## src/rtl/usb3_tx_pkg.sv

```systemverilog
// Shared definitions for the USB3 TX symbol path: symbol width, comma
// symbols, default bit order, serializer state encoding and bit-order helpers.
package usb3_tx_pkg;

    localparam int SYM_W = 10;

    localparam logic [SYM_W-1:0] K28_5_RD_NEG = 10'b0011111010;
    localparam logic [SYM_W-1:0] K28_5_RD_POS = 10'b1100000101;

    // Bit 'a' of an 8b/10b symbol sits at din[9], and it goes out first.
    localparam bit MSB_FIRST_DFLT = 1'b1;

    typedef enum logic {
        IDLE  = 1'b0,
        SHIFT = 1'b1
    } ser_state_e;

    function automatic logic lead_bit(input logic [SYM_W-1:0] sym, input logic msb_first);
        return msb_first ? sym[SYM_W-1] : sym[0];
    endfunction

    function automatic logic [SYM_W-1:0] shift_sym(input logic [SYM_W-1:0] sym, input logic msb_first);
        return msb_first ? {sym[SYM_W-2:0], 1'b0} : {1'b0, sym[SYM_W-1:1]};
    endfunction

endpackage

```

## src/rtl/usb3_sym_fifo.sv

```systemverilog
// Synchronous show-ahead symbol FIFO. A write while full is still accepted
// when a read happens on the same edge; otherwise the write is dropped.
module usb3_sym_fifo #(
    parameter int W     = 10,
    parameter int DEPTH = 4,
    parameter int AW    = $clog2(DEPTH)
) (
    input  logic          clk,
    input  logic          rst_n,
    input  logic          wr_en,
    input  logic [W-1:0]  wr_data,
    input  logic          rd_en,
    output logic [W-1:0]  rd_data,
    output logic          full,
    output logic          empty,
    output logic          wr_drop,
    output logic [AW:0]   count
);

    logic [W-1:0]  mem_r [DEPTH];
    logic [AW-1:0] wr_ptr_r;
    logic [AW-1:0] rd_ptr_r;
    logic [AW:0]   count_r;
    logic          wr_ok_s;
    logic          rd_ok_s;

    assign full    = (count_r == (AW+1)'(DEPTH));
    assign empty   = (count_r == {(AW+1){1'b0}});
    assign rd_ok_s = rd_en && !empty;
    assign wr_ok_s = wr_en && (!full || rd_ok_s);
    assign wr_drop = wr_en && !wr_ok_s;
    assign rd_data = mem_r[rd_ptr_r];
    assign count   = count_r;

    // Storage array; contents are don't-care until written, so no reset.
    always_ff @(posedge clk) begin
        if (wr_ok_s) begin
            mem_r[wr_ptr_r] <= wr_data;
        end
    end

    // Pointers wrap naturally at DEPTH; count tracks occupancy.
    always_ff @(posedge clk or negedge rst_n) begin
        if (!rst_n) begin
            wr_ptr_r <= {AW{1'b0}};
            rd_ptr_r <= {AW{1'b0}};
            count_r  <= {(AW+1){1'b0}};
        end else begin
            if (wr_ok_s) begin
                wr_ptr_r <= wr_ptr_r + AW'(1);
            end
            if (rd_ok_s) begin
                rd_ptr_r <= rd_ptr_r + AW'(1);
            end
            case ({wr_ok_s, rd_ok_s})
                2'b10:   count_r <= count_r + (AW+1)'(1);
                2'b01:   count_r <= count_r - (AW+1)'(1);
                default: count_r <= count_r;
            endcase
        end
    end

endmodule

```

## src/rtl/tx_serializer_10b.sv

```systemverilog
// 10-bit symbol serializer: buffers encoder symbols in a small FIFO and shifts
// them out one bit per clock, back-to-back while data is available.
module tx_serializer_10b #(
    parameter int SYM_W      = usb3_tx_pkg::SYM_W,
    parameter int FIFO_DEPTH = 4,
    parameter bit MSB_FIRST  = usb3_tx_pkg::MSB_FIRST_DFLT
) (
    input  logic             clk,
    input  logic             rst_n,
    input  logic             in_valid,
    input  logic [SYM_W-1:0] din,
    output logic             in_ready,
    output logic             ser_out,
    output logic             ser_valid,
    output logic             sym_start,
    output logic             underrun,
    output logic             overflow
);

    import usb3_tx_pkg::*;

    localparam int          AW       = $clog2(FIFO_DEPTH);
    localparam logic [3:0]  LAST_BIT = 4'(SYM_W - 1);

    ser_state_e       state_r, state_n;
    logic [SYM_W-1:0] shift_r, shift_n;
    logic [3:0]       bit_cnt_r, bit_cnt_n;
    logic             ser_out_r, ser_out_n;
    logic             ser_valid_r, ser_valid_n;
    logic             sym_start_r, sym_start_n;
    logic             underrun_r, underrun_n;
    logic             overflow_r;
    logic             pop_s;
    logic             fifo_full_s;
    logic             fifo_empty_s;
    logic             fifo_drop_s;
    logic [SYM_W-1:0] fifo_rd_data_s;
    logic [AW:0]      fifo_count_s;

    usb3_sym_fifo #(
        .W     (SYM_W),
        .DEPTH (FIFO_DEPTH),
        .AW    (AW)
    ) u_fifo (
        .clk     (clk),
        .rst_n   (rst_n),
        .wr_en   (in_valid),
        .wr_data (din),
        .rd_en   (pop_s),
        .rd_data (fifo_rd_data_s),
        .full    (fifo_full_s),
        .empty   (fifo_empty_s),
        .wr_drop (fifo_drop_s),
        .count   (fifo_count_s)
    );

    assign in_ready  = (fifo_count_s != (AW+1)'(FIFO_DEPTH));
    assign ser_out   = ser_out_r;
    assign ser_valid = ser_valid_r;
    assign sym_start = sym_start_r;
    assign underrun  = underrun_r;
    assign overflow  = overflow_r;

    // Next-state logic: ser_out_n is always the bit shown in the coming cycle.
    always_comb begin
        state_n     = state_r;
        shift_n     = shift_r;
        bit_cnt_n   = bit_cnt_r;
        ser_out_n   = 1'b0;
        ser_valid_n = 1'b0;
        sym_start_n = 1'b0;
        underrun_n  = 1'b0;
        pop_s       = 1'b0;
        case (state_r)
            IDLE: begin
                if (!fifo_empty_s) begin
                    pop_s       = 1'b1;
                    shift_n     = fifo_rd_data_s;
                    bit_cnt_n   = 4'd0;
                    ser_out_n   = lead_bit(fifo_rd_data_s, MSB_FIRST);
                    ser_valid_n = 1'b1;
                    sym_start_n = 1'b1;
                    state_n     = SHIFT;
                end else begin
                    state_n = IDLE;
                end
            end
            SHIFT: begin
                if (bit_cnt_r != LAST_BIT) begin
                    shift_n     = shift_sym(shift_r, MSB_FIRST);
                    bit_cnt_n   = bit_cnt_r + 4'd1;
                    ser_out_n   = lead_bit(shift_n, MSB_FIRST);
                    ser_valid_n = 1'b1;
                end else if (!fifo_empty_s) begin
                    // Chain straight into the next symbol with no gap bit.
                    pop_s       = 1'b1;
                    shift_n     = fifo_rd_data_s;
                    bit_cnt_n   = 4'd0;
                    ser_out_n   = lead_bit(fifo_rd_data_s, MSB_FIRST);
                    ser_valid_n = 1'b1;
                    sym_start_n = 1'b1;
                end else begin
                    shift_n    = {SYM_W{1'b0}};
                    bit_cnt_n  = 4'd0;
                    underrun_n = 1'b1;
                    state_n    = IDLE;
                end
            end
            default: begin
                shift_n   = {SYM_W{1'b0}};
                bit_cnt_n = 4'd0;
                state_n   = IDLE;
            end
        endcase
    end

    // State, shifter and registered serial outputs.
    always_ff @(posedge clk or negedge rst_n) begin
        if (!rst_n) begin
            state_r     <= IDLE;
            shift_r     <= {SYM_W{1'b0}};
            bit_cnt_r   <= 4'd0;
            ser_out_r   <= 1'b0;
            ser_valid_r <= 1'b0;
            sym_start_r <= 1'b0;
            underrun_r  <= 1'b0;
        end else begin
            state_r     <= state_n;
            shift_r     <= shift_n;
            bit_cnt_r   <= bit_cnt_n;
            ser_out_r   <= ser_out_n;
            ser_valid_r <= ser_valid_n;
            sym_start_r <= sym_start_n;
            underrun_r  <= underrun_n;
        end
    end

    // Sticky drop flag; only reset clears it.
    always_ff @(posedge clk or negedge rst_n) begin
        if (!rst_n) begin
            overflow_r <= 1'b0;
        end else begin
            overflow_r <= overflow_r | fifo_drop_s;
        end
    end

endmodule

```

## config.mk

```make
export PLATFORM = sky130hd
export DESIGN_NAME = tx_serializer_10b
export DESIGN_NICKNAME = d
export VERILOG_FILES = /design/src/rtl/usb3_tx_pkg.sv /design/src/rtl/usb3_sym_fifo.sv /design/src/rtl/tx_serializer_10b.sv
export SDC_FILE = /design/constraint.sdc
export NUM_CORES = 1
export LEC_CHECK = 0
export CELL_PAD_IN_SITES_DETAIL_PLACEMENT = 1
export CELL_PAD_IN_SITES_GLOBAL_PLACEMENT = 1
export CORE_MARGIN = 3
export CORE_UTILIZATION = 47
export CTS_BUF_LIST = sky130_fd_sc_hd__clkbuf_4 sky130_fd_sc_hd__clkbuf_8
export CTS_CLUSTER_DIAMETER = 200
export DETAILED_ROUTE_END_ITERATION = 10
export PLACE_DENSITY = 0.76
export SYNTH_ARGS = -nofsm -noshare
export SYNTH_HDL_FRONTEND = slang
export SYNTH_SLANG_ARGS = --single-unit
```

## constraint.sdc

```tcl
create_clock -name clk -period 2.25 [get_ports clk]
set_input_delay 0.45 -clock clk [delete_from_list [all_inputs] [get_ports clk]]
set_output_delay 0.45 -clock clk [all_outputs]
set_load 0.02 [all_outputs]
```

==> impl_metrics.ini, run 1 <==
[clock_tree]
clkTransAtPathRegs_ps = 80
clk_latency_ps = 340
cts_root_buf = clkbuf_8
cts_sinks = 65
cts_tree = yes
clk_path_buf_depth = 2
htreeDepth = 3
numCtsBuffers = 9

[hold_path]
hold_class = primary input to asynchronous set/reset pin

[power_and_ir_drop]
comb_power_share_pct = 28.6
p_leak_nw = 1.30
powerDensity_nw_per_um2 = 1300
pwr-share-clk_pct = 27.7
ir_drop_v = 0.000596
power_mw = 4.32
switchingPower_mw = 1.31
p_int_mw = 3.01
switching_share_pct = 30.2
seq_power_share_pct = 43.7

[synth]
synthFlopType = edfxtp_1
syn_avg_cell_area_um2 = 17.1
synthCells = 157
syn_nets = 178
netlist_area_um2 = 2690
seq_area_frac_synth_pct = 68.0
netlist-cell-type-count = 33
synth_edf_count = 40
synth_seq_cells = 65
async_flop_share_pct = 38.5
yosysWarnings = 0

[layout]
antennaDiodeCount = 0
nFillCells = 472
area_growth_syn_to_layout_pct = 23.9
fin_nets = 214
drive_gt1_share_pct = 22.7
final_util_pct = 62.8
final_cells = 268

[grt]
antenna_found_initial = 0
grt_pass1_vias = 1617
grt_max_degree = 26
track_usage_pct = 18.9
gr-total-overflow = 0
grt_pass1_wl_um = 8710

[routing]
drt_drc_violations_left = 0
vias = 1483
wirelength_um = 5530
drtPass1Iterations = 4
avgViaCountPerCell = 5.53
ant_nets = 0
first_iter_violations = 72
post_drt_wl_per_cell_um = 20.6

[critical_path]
max_stage_delay_ps = 420
end_kind = flop
cp-start-kind = flop
path_max_fanout = 5
path_delay_family = adder cells
worstPathRequired_ps = 2510
critPathArrivalTime_ps = 2380
worst-setup-path-type = flop to flop
path_cells = ha_2 -> nand3b_4 -> a41oi_2 -> inv_1 -> ha_2 -> inv_1 -> fa_1 -> xor2_1 -> nor2_1 -> xor2_1
critPathSlowestCell = dfrtp_1
cp_num_buf_inv = 2

[timing]
final_hold_viol_count = 0
worst_pin_slew_ps = 572
period_share_pct = 94.1
setup_viol = 0
period_minus_slack_ps = 2120
slew_headroom_pct = 61.9
max_freq_ghz = 0.473
fin_ws_ps = 134
finalMaxSlewViolations = 0
final.setup_skew_ps = 10.5

[placed_design]
gp_congestion = 0.733
place_inst = 248
pre_cts_ws_ps = 37.1
hpwl_um = 3510
portBuffers = 18

[die]
die_width_um = 81.6
die_h_um = 81.6
die_area_um2 = 6660
core_area_um2 = 5300
io_pins = 19
rows = 26
start_util_pct = 50.7

[run]
max-cap-violations = 0

[status]
status = finished clean
## state kept, by name (all words and copies together), names as in the netlist
| register | cells |
|---|---|
| shift_r | 9 |
| ser_out | 1 |
| underrun | 1 |
| sym_start | 1 |
| u_fifo.count | 3 |
| u_fifo.rd_ptr_r | 2 |
| ser_valid | 1 |
| overflow | 1 |
| bit_cnt_r | 4 |
| u_fifo.mem_r | 40 |
| u_fifo.wr_ptr_r | 2 |
## per-stage QoR
stage / hold slack, ps / setup TNS [ps] / area [µm²]
floorplan: 154 / 0 / 2690
global placement: 455 / 0 / 3040
detailed placement: 474 / 0 / 3040
CTS: 478 / 0 / 3280
global route: 491 / -2.09 / 3330
finish: 475 / 0 / 3330
## cells in the mapped netlist (all sizes together), types with 2 or more instances
master,n,area share (%)
ha,7,3.3
clkbuf,2,0.33
nor2,2,0.28
mux4,10,8.8
dfrtp,25,23
and2,13,3.0
o21ai,5,0.93
buf,5,1.3
edfxtp,40,45
a21oi,2,0.37
xor2,4,1.3
inv,10,1.4
nand3,2,0.37
a221o,8,3.0
nand2,6,0.84
xnor2,3,0.98
## cell type report
class | instances | area (µm²) | area share [%]
Sequential cell | 65 | 1830 | 54.9
Clock inverter | 7 | 119 | 3.57
Inverter | 10 | 37.5 | 1.13
Timing Repair Buffer | 32 | 338 | 10.2
Clock buffer | 9 | 124 | 3.72
Multi-Input combinational cell | 75 | 796 | 23.9
Tap cell | 70 | 87.6 | 2.63
## cells by family after synthesis
logic type                 share of synthesized area, %
muxes                                              9.59
adders and majority gates                          4.01
DFF                                                68.0
buffers and inverters                              2.98
and+or+nand+nor                                    6.89
AOI/OAI and AO/OA                                  6.24
xor gates and xnor gates                           2.28
## routing by layer
metal | global-route usage [%] | vias to the layer above | routed length [µm]
li1 | - | 661 | -
met1 | 22.4 | 783 | 2340
met2 | 32.5 | 34 | 2900
met3 | 6.14 | 5 | 237
met4 | 6.48 | 0 | 55
met5 | 0 | - | 0
## power by group through the flow
stage	Clock [mW]	Sequential (mW)	Combinational, mW
2_1_floorplan	0	1.81	0.800
3_5_place_dp	0	1.92	1.19
5_1_grt	1.28	1.92	1.34
3_3_place_gp	0	1.86	1.11
6_report	1.20	1.89	1.23
4_1_cts	1.21	1.90	1.20
## placed cells by master (no fill, tap or decap), types with 2 or more instances in the layout
cell             synthesis  final
a221o_1                  8      8
and2_1                  13     13
buf_12                   0      4
buf_4                    1     10
bufinv_16                0      3
clkbuf_8                 0      9
clkdlybuf4s50_1          0     17
clkinvlp_4               0      2
dfrtp_1                 25     25
edfxtp_1                40     40
ha_1                     7      5
ha_2                     0      2
inv_1                   10     10
mux4_1                   3      3
mux4_2                   7      7
nand2_1                  6      6
nand3_1                  2      2
nor2_1                   2      2
o21ai_0                  5      5
xnor2_1                  3      3
xor2_1                   4      4
## worst paths after layout
kind	from	to	slack (ps)	cells after the start
worst min register to register	overflow	overflow	480	1
worst min-delay path	rst_n	u_fifo.rd_ptr_r[0]	480	2
worst max-delay path	bit_cnt_r[0]	u_fifo.count[2]	130	10
worst max register to register	bit_cnt_r[0]	u_fifo.count[2]	130	10
max in group asynchronous	rst_n	shift_r[5]	1530	2
min in group clk	overflow	overflow	480	1
## timing repair
action | in CTS | in global routing
endpoints found under the setup margin | 1 | 2
pin swaps | 0 | 2
hold buffers | 0 | 0
buffers inserted | 0 | 4
gates resized for setup | 1 | 4
hold endpoints to repair | 0 | 0
(Power assumes the default switching activity.)
==> run 2: changes to the inputs <==
Settings changed: CAP_MARGIN set to 20, CORE_ASPECT_RATIO set to 2.
==> impl_metrics.ini, run 2 (synthesis results as in run 1) <==
[layout]
reg_top3 = u_fifo.mem_r x40, shift_r x9, bit_cnt_r x4
nFillCells = 493
final_cell_mix = edfxtp_1 (40), dfrtp_1 (24), clkdlybuf4s50_1 (17), and2_1 (13)
area_growth_syn_to_layout_pct = 22.0
largest_reg_flops = 40
multiInputGateArea_um2 = 786
drive_gt1_share_pct = 22.2
seq_area_um2 = 1830
fin_nets = 214
final_cells = 258
top_register = u_fifo.mem_r
antennaDiodeCount = 0
layout_commonest_cell = edfxtp_1

[critical_path]
critPathArrivalTime_ps = 2370
r2r_start = bit_cnt_r[1]
path_max_fanout = 4
path_delay_family = adder cells
max_stage_delay_ps = 420
path_cells = inv_1 -> ha_1 -> nand3b_4 -> a21oi_2 -> ha_2 -> inv_1 -> fa_1 -> xor2_1 -> nor2_1 -> xor2_1
critPathSlowestCell = dfrtp_1
worst-setup-path-type = flop to flop
startpoint = bit_cnt_r[1]
cp-start-kind = flop
cp_num_buf_inv = 2
worstPathRequired_ps = 2500
end_kind = flop

[power_and_ir_drop]
pwr-share-clk_pct = 25.5
comb_power_share_pct = 28.5
p_int_mw = 2.90
power_mw = 4.10
p_leak_nw = 1.30
switchingPower_mw = 1.21
seq_power_share_pct = 45.9
powerDensity_nw_per_um2 = 1250
ir_drop_v = 0.000874
switching_share_pct = 29.4

[grt]
track_usage_pct = 17.5
grt_pass1_wl_um = 8400
antenna_found_initial = 0
gr-total-overflow = 0
grt_max_degree = 26
grt_pass1_vias = 1631

[clock_tree]
htreeDepth = 3
numCtsBuffers = 9
clk_path_buf_depth = 2
clkTransAtPathRegs_ps = 70
cts_hold_buffers = 0
clk_latency_ps = 330
cts_tree = yes
cts_sinks = 65
cts_root_buf = clkbuf_8

[routing]
vias = 1431
first_iter_violations = 66
avgViaCountPerCell = 5.55
drtPass1Iterations = 4
post_drt_wl_per_cell_um = 19.2
ant_nets = 0
wirelength_um = 4960
drt_drc_violations_left = 0

[timing]
rsz0062_at_grt = true
slew_headroom_pct = 69.0
finalMaxSlewViolations = 0
period_share_pct = 94.3
setup_viol = 0
worst_pin_slew_ps = 466
final_hold_viol_count = 0
final.setup_skew_ps = 4.48
period_minus_slack_ps = 2120
max_freq_ghz = 0.471

[placed_design]
gp_congestion = 0.725
portBuffers = 18
place_inst = 240
hpwl_um = 3520

[die]
die_width_um = 59.5
io_pins = 19
rows = 38
die_area_um2 = 6710
start_util_pct = 49.1
die_h_um = 113
core_area_um2 = 5470

[run]
max-cap-violations = 0

[status]
status = finished clean

[hold_path]
hold_class = primary input to asynchronous set/reset pin
-- run 2: cell types whose count changed in the layout (fill, tap and decap cells not counted), sizes merged --
| cell | delta |
|---|---|
| clkinv | +2 |
| clkinvlp | -2 |
| bufinv | -1 |
| clkbuf | +1 |
-- run 2: routing by layer --
| layer | share of wire (%) | routed length, µm | vias to the layer above | track usage (%) |
|---|---|---|---|---|
| met3 | 2.9 | 142 | 6 | 5.14 |
| met5 | 0 | 0 | - | 0 |
| met4 | 1.5 | 73 | 0 | 7.26 |
| li1 | - | - | 659 | - |
| met1 | 37 | 1820 | 742 | 18.8 |
| met2 | 59 | 2930 | 24 | 30.6 |
-- run 2: area by class of cell --
type                            count  share of cell area [%]
Tap cell                           60                    2.29
Clock buffer                       10                    4.01
Multi-Input combinational cell     75                    24.0
Sequential cell                    65                    55.8
Clock inverter                      6                    2.52
Timing Repair Buffer               32                    10.3
Inverter                           10                    1.15
-- run 2: stage by stage --
stage	cell area, µm²	hold slack, ps	util, %	setup WS, ps	TNS, ps
final	3280	481	60.0	128	0
after global routing	3280	504	60.0	-44.8	-44.8
after CTS	3250	471	59.5	22.1	0
after detailed placement	3040	487	55.6	35.8	0
after global placement	3040	449	55.6	109	0
after floorplan	2690	154	-	22.1	0
-- run 2: path summary, 6_finish.rpt --
path	slack [ps]	cells after the start	to
setup / recovery	130	10	u_fifo.count[2]
max in group asynchronous	1500	2	u_fifo.count[0]
min in group clk	500	1	overflow
hold reg to reg	500	1	overflow
hold / removal	480	2	u_fifo.rd_ptr_r[1]
setup reg to reg	130	10	u_fifo.count[2]
-- run 2: power by group through the flow --
| stage | Clock, mW | Sequential, mW | Combinational, mW |
|---|---|---|---|
| floorplan | 0 | 1.81 | 0.800 |
| global placement | 0 | 1.88 | 1.10 |
| detailed placement | 0 | 1.91 | 1.16 |
| CTS | 1.08 | 1.89 | 1.17 |
| global route | 1.14 | 1.93 | 1.30 |
| finish | 1.05 | 1.89 | 1.17 |
-- run 2: repair_timing --
action                                 4_1_cts  5_1_grt
endpoints found under the hold margin        0        0
buffers inserted                             0        2
pin swaps                                    0        0
resized for setup                            1        3
setup endpoints to repair                    1        2
-- run 2: worst reg2reg max path: cells and delay by family, from the launching register on --
kind | cells | cell delay, ps
fa+ha+maj | 3 | 760
buf+inv | 2 | 130
flops | 1 | 420
xor+xnor | 2 | 310
compound gates | 1 | 190
simple gates | 2 | 220
